`config.mk`:
```
export PLATFORM = sky130hd
export DESIGN_NAME = key_event_queue
export DESIGN_NICKNAME = d
export VERILOG_FILES = /design/src/rtl/key_event_queue_pkg.sv /design/src/rtl/key_event_queue_sync_fifo.sv /design/src/rtl/key_event_queue.sv
export SDC_FILE = /design/constraint.sdc
export NUM_CORES = 1
export LEC_CHECK = 0
export ABC_AREA = 1
export CORE_MARGIN = 2
export CORE_UTILIZATION = 60
export CTS_CLUSTER_DIAMETER = 60
export DETAILED_ROUTE_END_ITERATION = 10
export GPL_TIMING_DRIVEN = 0
export PLACE_DENSITY = 0.8
export SLEW_MARGIN = 30
export SYNTH_ARGS = -nofsm -noshare
export SYNTH_HDL_FRONTEND = slang
export SYNTH_SLANG_ARGS = --single-unit
```
`constraint.sdc`:
```
create_clock -name clk -period 4.15 [get_ports clk]
set_clock_uncertainty 0.1 [all_clocks]
set_input_delay 0.415 -clock clk [delete_from_list [all_inputs] [get_ports clk]]
set_output_delay 0.415 -clock clk [all_outputs]
set_load 0.03 [all_outputs]
```
`src/rtl/key_event_queue_pkg.sv`:
```
// Shared key-code constants, FSM state encoding and small helpers for the
// keyboard event queue.
package key_event_queue_pkg;

  localparam int KEY_W = 16;

  localparam logic [KEY_W-1:0] KEY_NEWLINE   = 16'd128;
  localparam logic [KEY_W-1:0] KEY_BACKSPACE = 16'd129;
  localparam logic [KEY_W-1:0] KEY_TAB       = 16'd130;
  localparam logic [KEY_W-1:0] KEY_ESC       = 16'd131;
  localparam logic [KEY_W-1:0] KEY_UP        = 16'd132;
  localparam logic [KEY_W-1:0] KEY_DOWN      = 16'd133;
  localparam logic [KEY_W-1:0] KEY_LEFT      = 16'd134;
  localparam logic [KEY_W-1:0] KEY_RIGHT     = 16'd135;
  localparam logic [KEY_W-1:0] KEY_HOME      = 16'd136;
  localparam logic [KEY_W-1:0] KEY_END       = 16'd137;
  localparam logic [KEY_W-1:0] KEY_PGUP      = 16'd138;
  localparam logic [KEY_W-1:0] KEY_PGDN      = 16'd139;
  localparam logic [KEY_W-1:0] KEY_INSERT    = 16'd140;
  localparam logic [KEY_W-1:0] KEY_F1        = 16'd141;
  localparam logic [KEY_W-1:0] KEY_F12       = 16'd152;

  typedef enum logic [1:0] {
    ST_IDLE   = 2'd0,
    ST_HOLD   = 2'd1,
    ST_REPEAT = 2'd2
  } kbd_state_e;

  function automatic int max_int(input int a, input int b);
    return (a > b) ? a : b;
  endfunction

endpackage

```
`src/rtl/key_event_queue_sync_fifo.sv`:
```
// Generic synchronous FIFO with first-word-fall-through head and wrap-bit
// pointers; reports pushes dropped because the FIFO was full.
module sync_fifo #(
  parameter int WIDTH = 16,
  parameter int DEPTH = 8
) (
  input  logic                   clk,
  input  logic                   rst_n,
  input  logic                   push,
  input  logic                   pop,
  input  logic [WIDTH-1:0]       din,
  output logic [WIDTH-1:0]       head,
  output logic                   full,
  output logic                   empty,
  output logic [$clog2(DEPTH):0] count,
  output logic                   drop
);

  localparam int AW = $clog2(DEPTH);

  logic [AW:0]      wr_ptr_r;
  logic [AW:0]      rd_ptr_r;
  logic [WIDTH-1:0] mem_r [DEPTH];
  logic             do_push_s;
  logic             do_pop_s;

  assign empty = (wr_ptr_r == rd_ptr_r);
  assign full  = (wr_ptr_r[AW] != rd_ptr_r[AW]) &&
                 (wr_ptr_r[AW-1:0] == rd_ptr_r[AW-1:0]);
  assign count = wr_ptr_r - rd_ptr_r;

  // A pop on a full FIFO frees the slot the simultaneous push lands in.
  assign do_pop_s  = pop & ~empty;
  assign do_push_s = push & (~full | do_pop_s);
  assign drop      = push & full & ~do_pop_s;

  assign head = empty ? {WIDTH{1'b0}} : mem_r[rd_ptr_r[AW-1:0]];

  // Pointer update
  always_ff @(posedge clk or negedge rst_n) begin
    if (!rst_n) begin
      wr_ptr_r <= {(AW+1){1'b0}};
      rd_ptr_r <= {(AW+1){1'b0}};
    end else begin
      if (do_push_s) wr_ptr_r <= wr_ptr_r + {{AW{1'b0}}, 1'b1};
      if (do_pop_s)  rd_ptr_r <= rd_ptr_r + {{AW{1'b0}}, 1'b1};
    end
  end

  // Storage write
  always_ff @(posedge clk or negedge rst_n) begin
    if (!rst_n) begin
      for (int i = 0; i < DEPTH; i++) mem_r[i] <= {WIDTH{1'b0}};
    end else if (do_push_s) begin
      mem_r[wr_ptr_r[AW-1:0]] <= din;
    end
  end

endmodule

```
`src/rtl/key_event_queue.sv`:
```
// Turns a level key code into discrete press events with typematic
// auto-repeat, buffered in a FIFO the CPU drains with a pop strobe.
module key_event_queue
  import key_event_queue_pkg::*;
#(
  parameter int DEPTH         = 8,
  parameter int DELAY_CYCLES  = 12562500,
  parameter int REPEAT_CYCLES = 837500,
  parameter bit REPEAT_EN     = 1'b1
) (
  input  logic                   clk,
  input  logic                   rst_n,
  input  logic [KEY_W-1:0]       key_in,
  input  logic                   pop,
  output logic [KEY_W-1:0]       out,
  output logic                   valid,
  output logic [$clog2(DEPTH):0] count,
  output logic                   overflow
);

  localparam int TMR_W = $clog2(max_int(DELAY_CYCLES, REPEAT_CYCLES));
  localparam logic [TMR_W-1:0] DLY_LAST = TMR_W'(DELAY_CYCLES - 1);
  localparam logic [TMR_W-1:0] REP_LAST = TMR_W'(REPEAT_CYCLES - 1);
  localparam logic [TMR_W-1:0] TMR_ONE  = TMR_W'(1);

  kbd_state_e       state_r, state_nxt_s;
  logic [TMR_W-1:0] timer_r, timer_nxt_s;
  logic [KEY_W-1:0] key_q_r;
  logic             press_s;
  logic             push_s;
  logic             release_s;
  logic             drop_s;
  logic             full_s;
  logic             empty_s;
  logic             overflow_r;

  assign release_s = (key_in == {KEY_W{1'b0}});
  assign press_s   = !release_s && (key_in != key_q_r);

  // Key history, FSM state, repeat timer and overflow pulse
  always_ff @(posedge clk or negedge rst_n) begin
    if (!rst_n) begin
      key_q_r    <= {KEY_W{1'b0}};
      state_r    <= ST_IDLE;
      timer_r    <= {TMR_W{1'b0}};
      overflow_r <= 1'b0;
    end else begin
      key_q_r    <= key_in;
      state_r    <= state_nxt_s;
      timer_r    <= timer_nxt_s;
      overflow_r <= drop_s;
    end
  end

  // Next state: release beats code change, which beats timer expiry
  always_comb begin
    state_nxt_s = state_r;
    timer_nxt_s = timer_r;
    push_s      = 1'b0;
    case (state_r)
      ST_IDLE: begin
        if (press_s) begin
          push_s      = 1'b1;
          timer_nxt_s = {TMR_W{1'b0}};
          state_nxt_s = ST_HOLD;
        end else begin
          timer_nxt_s = {TMR_W{1'b0}};
        end
      end
      ST_HOLD: begin
        if (release_s) begin
          timer_nxt_s = {TMR_W{1'b0}};
          state_nxt_s = ST_IDLE;
        end else if (press_s) begin
          push_s      = 1'b1;
          timer_nxt_s = {TMR_W{1'b0}};
        end else if (timer_r == DLY_LAST) begin
          if (REPEAT_EN) begin
            push_s      = 1'b1;
            timer_nxt_s = {TMR_W{1'b0}};
            state_nxt_s = ST_REPEAT;
          end else begin
            timer_nxt_s = timer_r;
          end
        end else begin
          timer_nxt_s = timer_r + TMR_ONE;
        end
      end
      ST_REPEAT: begin
        if (release_s) begin
          timer_nxt_s = {TMR_W{1'b0}};
          state_nxt_s = ST_IDLE;
        end else if (press_s) begin
          push_s      = 1'b1;
          timer_nxt_s = {TMR_W{1'b0}};
          state_nxt_s = ST_HOLD;
        end else if (timer_r == REP_LAST) begin
          push_s      = 1'b1;
          timer_nxt_s = {TMR_W{1'b0}};
        end else begin
          timer_nxt_s = timer_r + TMR_ONE;
        end
      end
      default: begin
        timer_nxt_s = {TMR_W{1'b0}};
        state_nxt_s = ST_IDLE;
      end
    endcase
  end

  sync_fifo #(
    .WIDTH (KEY_W),
    .DEPTH (DEPTH)
  ) u_fifo (
    .clk   (clk),
    .rst_n (rst_n),
    .push  (push_s),
    .pop   (pop),
    .din   (key_in),
    .head  (out),
    .full  (full_s),
    .empty (empty_s),
    .count (count),
    .drop  (drop_s)
  );

  assign valid    = !empty_s;
  assign overflow = overflow_r;

endmodule

```
==> results.toml <==
[floorplanning]
die_area_um2 = 16200
core-area_um2 = 15000
rows = 45
pin_count = 41
die_h_um = 127
die_x_um = 127
start_util_pct = 60.8

[layout]
post-route-util_pct = 69.8
drive_above_1_share_pct = 7.77
fin_nets = 1304
area_delta_synth_final_pct = 14.8
stdcell_area_um2 = 10500
antenna_cells = 0

[setup_path]
max_stage_delay_ps = 690
crit_path_end_kind = "output port"
cp.arrival_ps = 3390
worst_r2r_endpoint = "u_fifo.mem_r[10]"
timing.rr.start = "u_fifo.rd_ptr_r[2]"
rrSetupSlack_ps = 1290
crit_family = "buffers and inverters"
worstPathRequired_ps = 3630
critPathKind = "reg -> out"
crit_top_cell = "inv_1"
slowest_stage = "clkdlybuf4s50_1"
critPathLaunchType = "flip-flop"
reg2reg_depth = 10
worstPathMaxFanout = 17
crit_chain = "inv_1, clkbuf_2, ha_1, nand3_1, nor2_1, inv_1, o21ai_0, a31oi_1, clkdlybuf4s50_1"
path_buf_inv = 4

[hold_path]
hold_path.class = "in -> async"

[sta]
finalSetupTns_ps = 0
period_minus_slack_ps = 3910
rsz0062_at_grt = "false"
relSlewSlack_pct = 56.2
setup_viol = 0
slew_viol_final = 0
timing.final.crit_share_pct = 94.2
hold_ws_ps = 322
hold_violations = 0
worst_pin_slew_ps = 657
fmax_mhz = 256

[clock_tree]
cts_root_buffer = "clkbuf_16"
clk_latency_ps = 430
numCtsBuffers = 17
clock-sinks = 179
cts_tree = "yes"
cts.htree.levels = 4
clock_path_buffers = 2
clk_pin_slew_worst_paths_ps = 60

[grt]
grt_pass1_wl_um = 39200
grt_max_degree = 78
grt_pass1_vias = 7753
antenna_found_initial = 0
grt_usage_pct = 30.5
grt_overflow_total = 0

[drt]
wire_per_inst_um = 16.0
drt_iter0_markers = 987
drt-total-wl_um = 23500
drcViolationCount = 0
viasPerCell = 5.43
dr.pass1.iters = 5
drtAntennaViolNets = 0
num_vias = 8015

[power_and_ir_drop]
finalPower_mw = 8.99
ir_worst_vdd_v = 0.000546
power.leakage_nw = 5.27
power.density_nw_per_um2 = 857

[synthesis]
yosys-top-cells-area = "dfrtp_1 (49%), nand2_1 (20%), nor2_1 (6.7%)"
synth-async-reset-ratio_pct = 100
synthFlopType = "dfrtp_1"
synth_largest_area_cell = "dfrtp_1"
synth_edf_count = 0
syn_area_um2 = 9150
synth-seq-cells = 179
synthCells = 1212
synth.distinct_cells = 36
synth_common_cells = "nand2_1 (494), dfrtp_1 (179), nor2_1 (164), o21ai_0 (91), inv_1 (67)"
yosysMostFrequentCell = "nand2_1"
synth_warnings = 0
synth_nets = 1242
yosysTopAreaCellShare_pct = 49.0
synth_seq_area_share_pct = 49.0
syn_avg_cell_area_um2 = 7.55

[status]
status = "finished, final reports clean"

[run]
drv_cap = 0

[placed_design]
port_buffers = 40
gp_congestion = 0.923
dp_hpwl_um = 16900
place_area_um2 = 9840
==> layout by cell type (no fill, tap or decap), drive strengths merged <==
| cell | count |
|---|---|
| nand2 | 499 |
| dfrtp | 179 |
| nor2 | 173 |
| o21ai | 91 |
| inv | 81 |
| clkbuf | 44 |
| clkdlybuf4s50 | 39 |
| buf | 39 |
| nand3 | 19 |
| nand4 | 19 |
| o22ai | 18 |
| a31oi | 17 |
| xor2 | 12 |
| nor3 | 12 |
| ha | 10 |
| xnor2 | 7 |
| a21oi | 5 |
| clkinv | 5 |
| bufinv | 4 |
| nor4 | 3 |
| nand3b | 3 |
| a21boi | 2 |
| clkinvlp | 1 |
| o31ai | 1 |
| or2 | 1 |
| o211ai | 1 |
| fa | 1 |
| dlygate4sd3 | 1 |
==> report_power, final <==
group,switching (mW),internal [mW]
logic,2.81,1.57
clock network,0.692,1.05
registers,0.448,2.43
==> sequential cells by signal, indices dropped and copies added, names as in the netlist <==
name	cells
u_fifo.wr_ptr_r	4
state_r	2
timer_r	24
key_q_r	16
u_fifo.mem_r	128
u_fifo.rd_ptr_r	4
overflow	1
==> worst max path at each step <==
stage / startpoint / endpoint / cells after the start
final: u_fifo.rd_ptr_r[2] / out[13] / 9
after global routing: u_fifo.rd_ptr_r[2] / out[15] / 9
after CTS: u_fifo.rd_ptr_r[1] / out[6] / 9
after detailed placement: u_fifo.rd_ptr_r[1] / out[6] / 10
after global placement: rst_n / timer_r[15] / 1
after floorplan: u_fifo.rd_ptr_r[1] / out[10] / 9
==> layer usage <==
layer / vias to the layer above / track usage (%) / part of all wire, %
met5: - / 0 / 0
met4: 0 / 8.73 / 1.8
met3: 38 / 4.65 / 6.5
met2: 302 / 48.6 / 47
met1: 3747 / 44.1 / 44
li1: 3928 / - / -
==> kinds of logic after synthesis <==
kind of cell	share of synthesized area, %
DFF	49.0
adders and majority gates	1.59
AOI/OAI and AO/OA	7.98
and+or+nand+nor	32.5
xor gates and xnor gates	1.82
buffers and inverters	7.09
==> metrics by stage <==
stage | instances | setup WS, ps
after floorplan | 1212 | 1060
after global placement | 1440 | -4740
after detailed placement | 1442 | 226
after CTS | 1474 | 27.4
after global routing | 1475 | 69.3
final | 1475 | 241
==> what timing repair did <==
action                                 4_1_cts  5_1_grt
endpoints found under the hold margin       25        0
pin swaps                                    0        0
setup buffers                                0        2
hold buffers                                 1        0
gates resized for setup                      1        2
gates cloned                                 0        0
setup endpoints to repair                    9        9
==> final cells by class <==
| class | count | area [um2] |
|---|---|---|
| buffer | 57 | 342 |
| clock buffer | 21 | 460 |
| clock inverter | 11 | 174 |
| fill | 1244 | 4530 |
| inverter | 80 | 304 |
| multi-input combinational | 894 | 4020 |
| sequential | 179 | 4480 |
| tap | 188 | 235 |
| timing repair buffer | 45 | 485 |
Note: power is estimated with default switching activity, not from simulation.
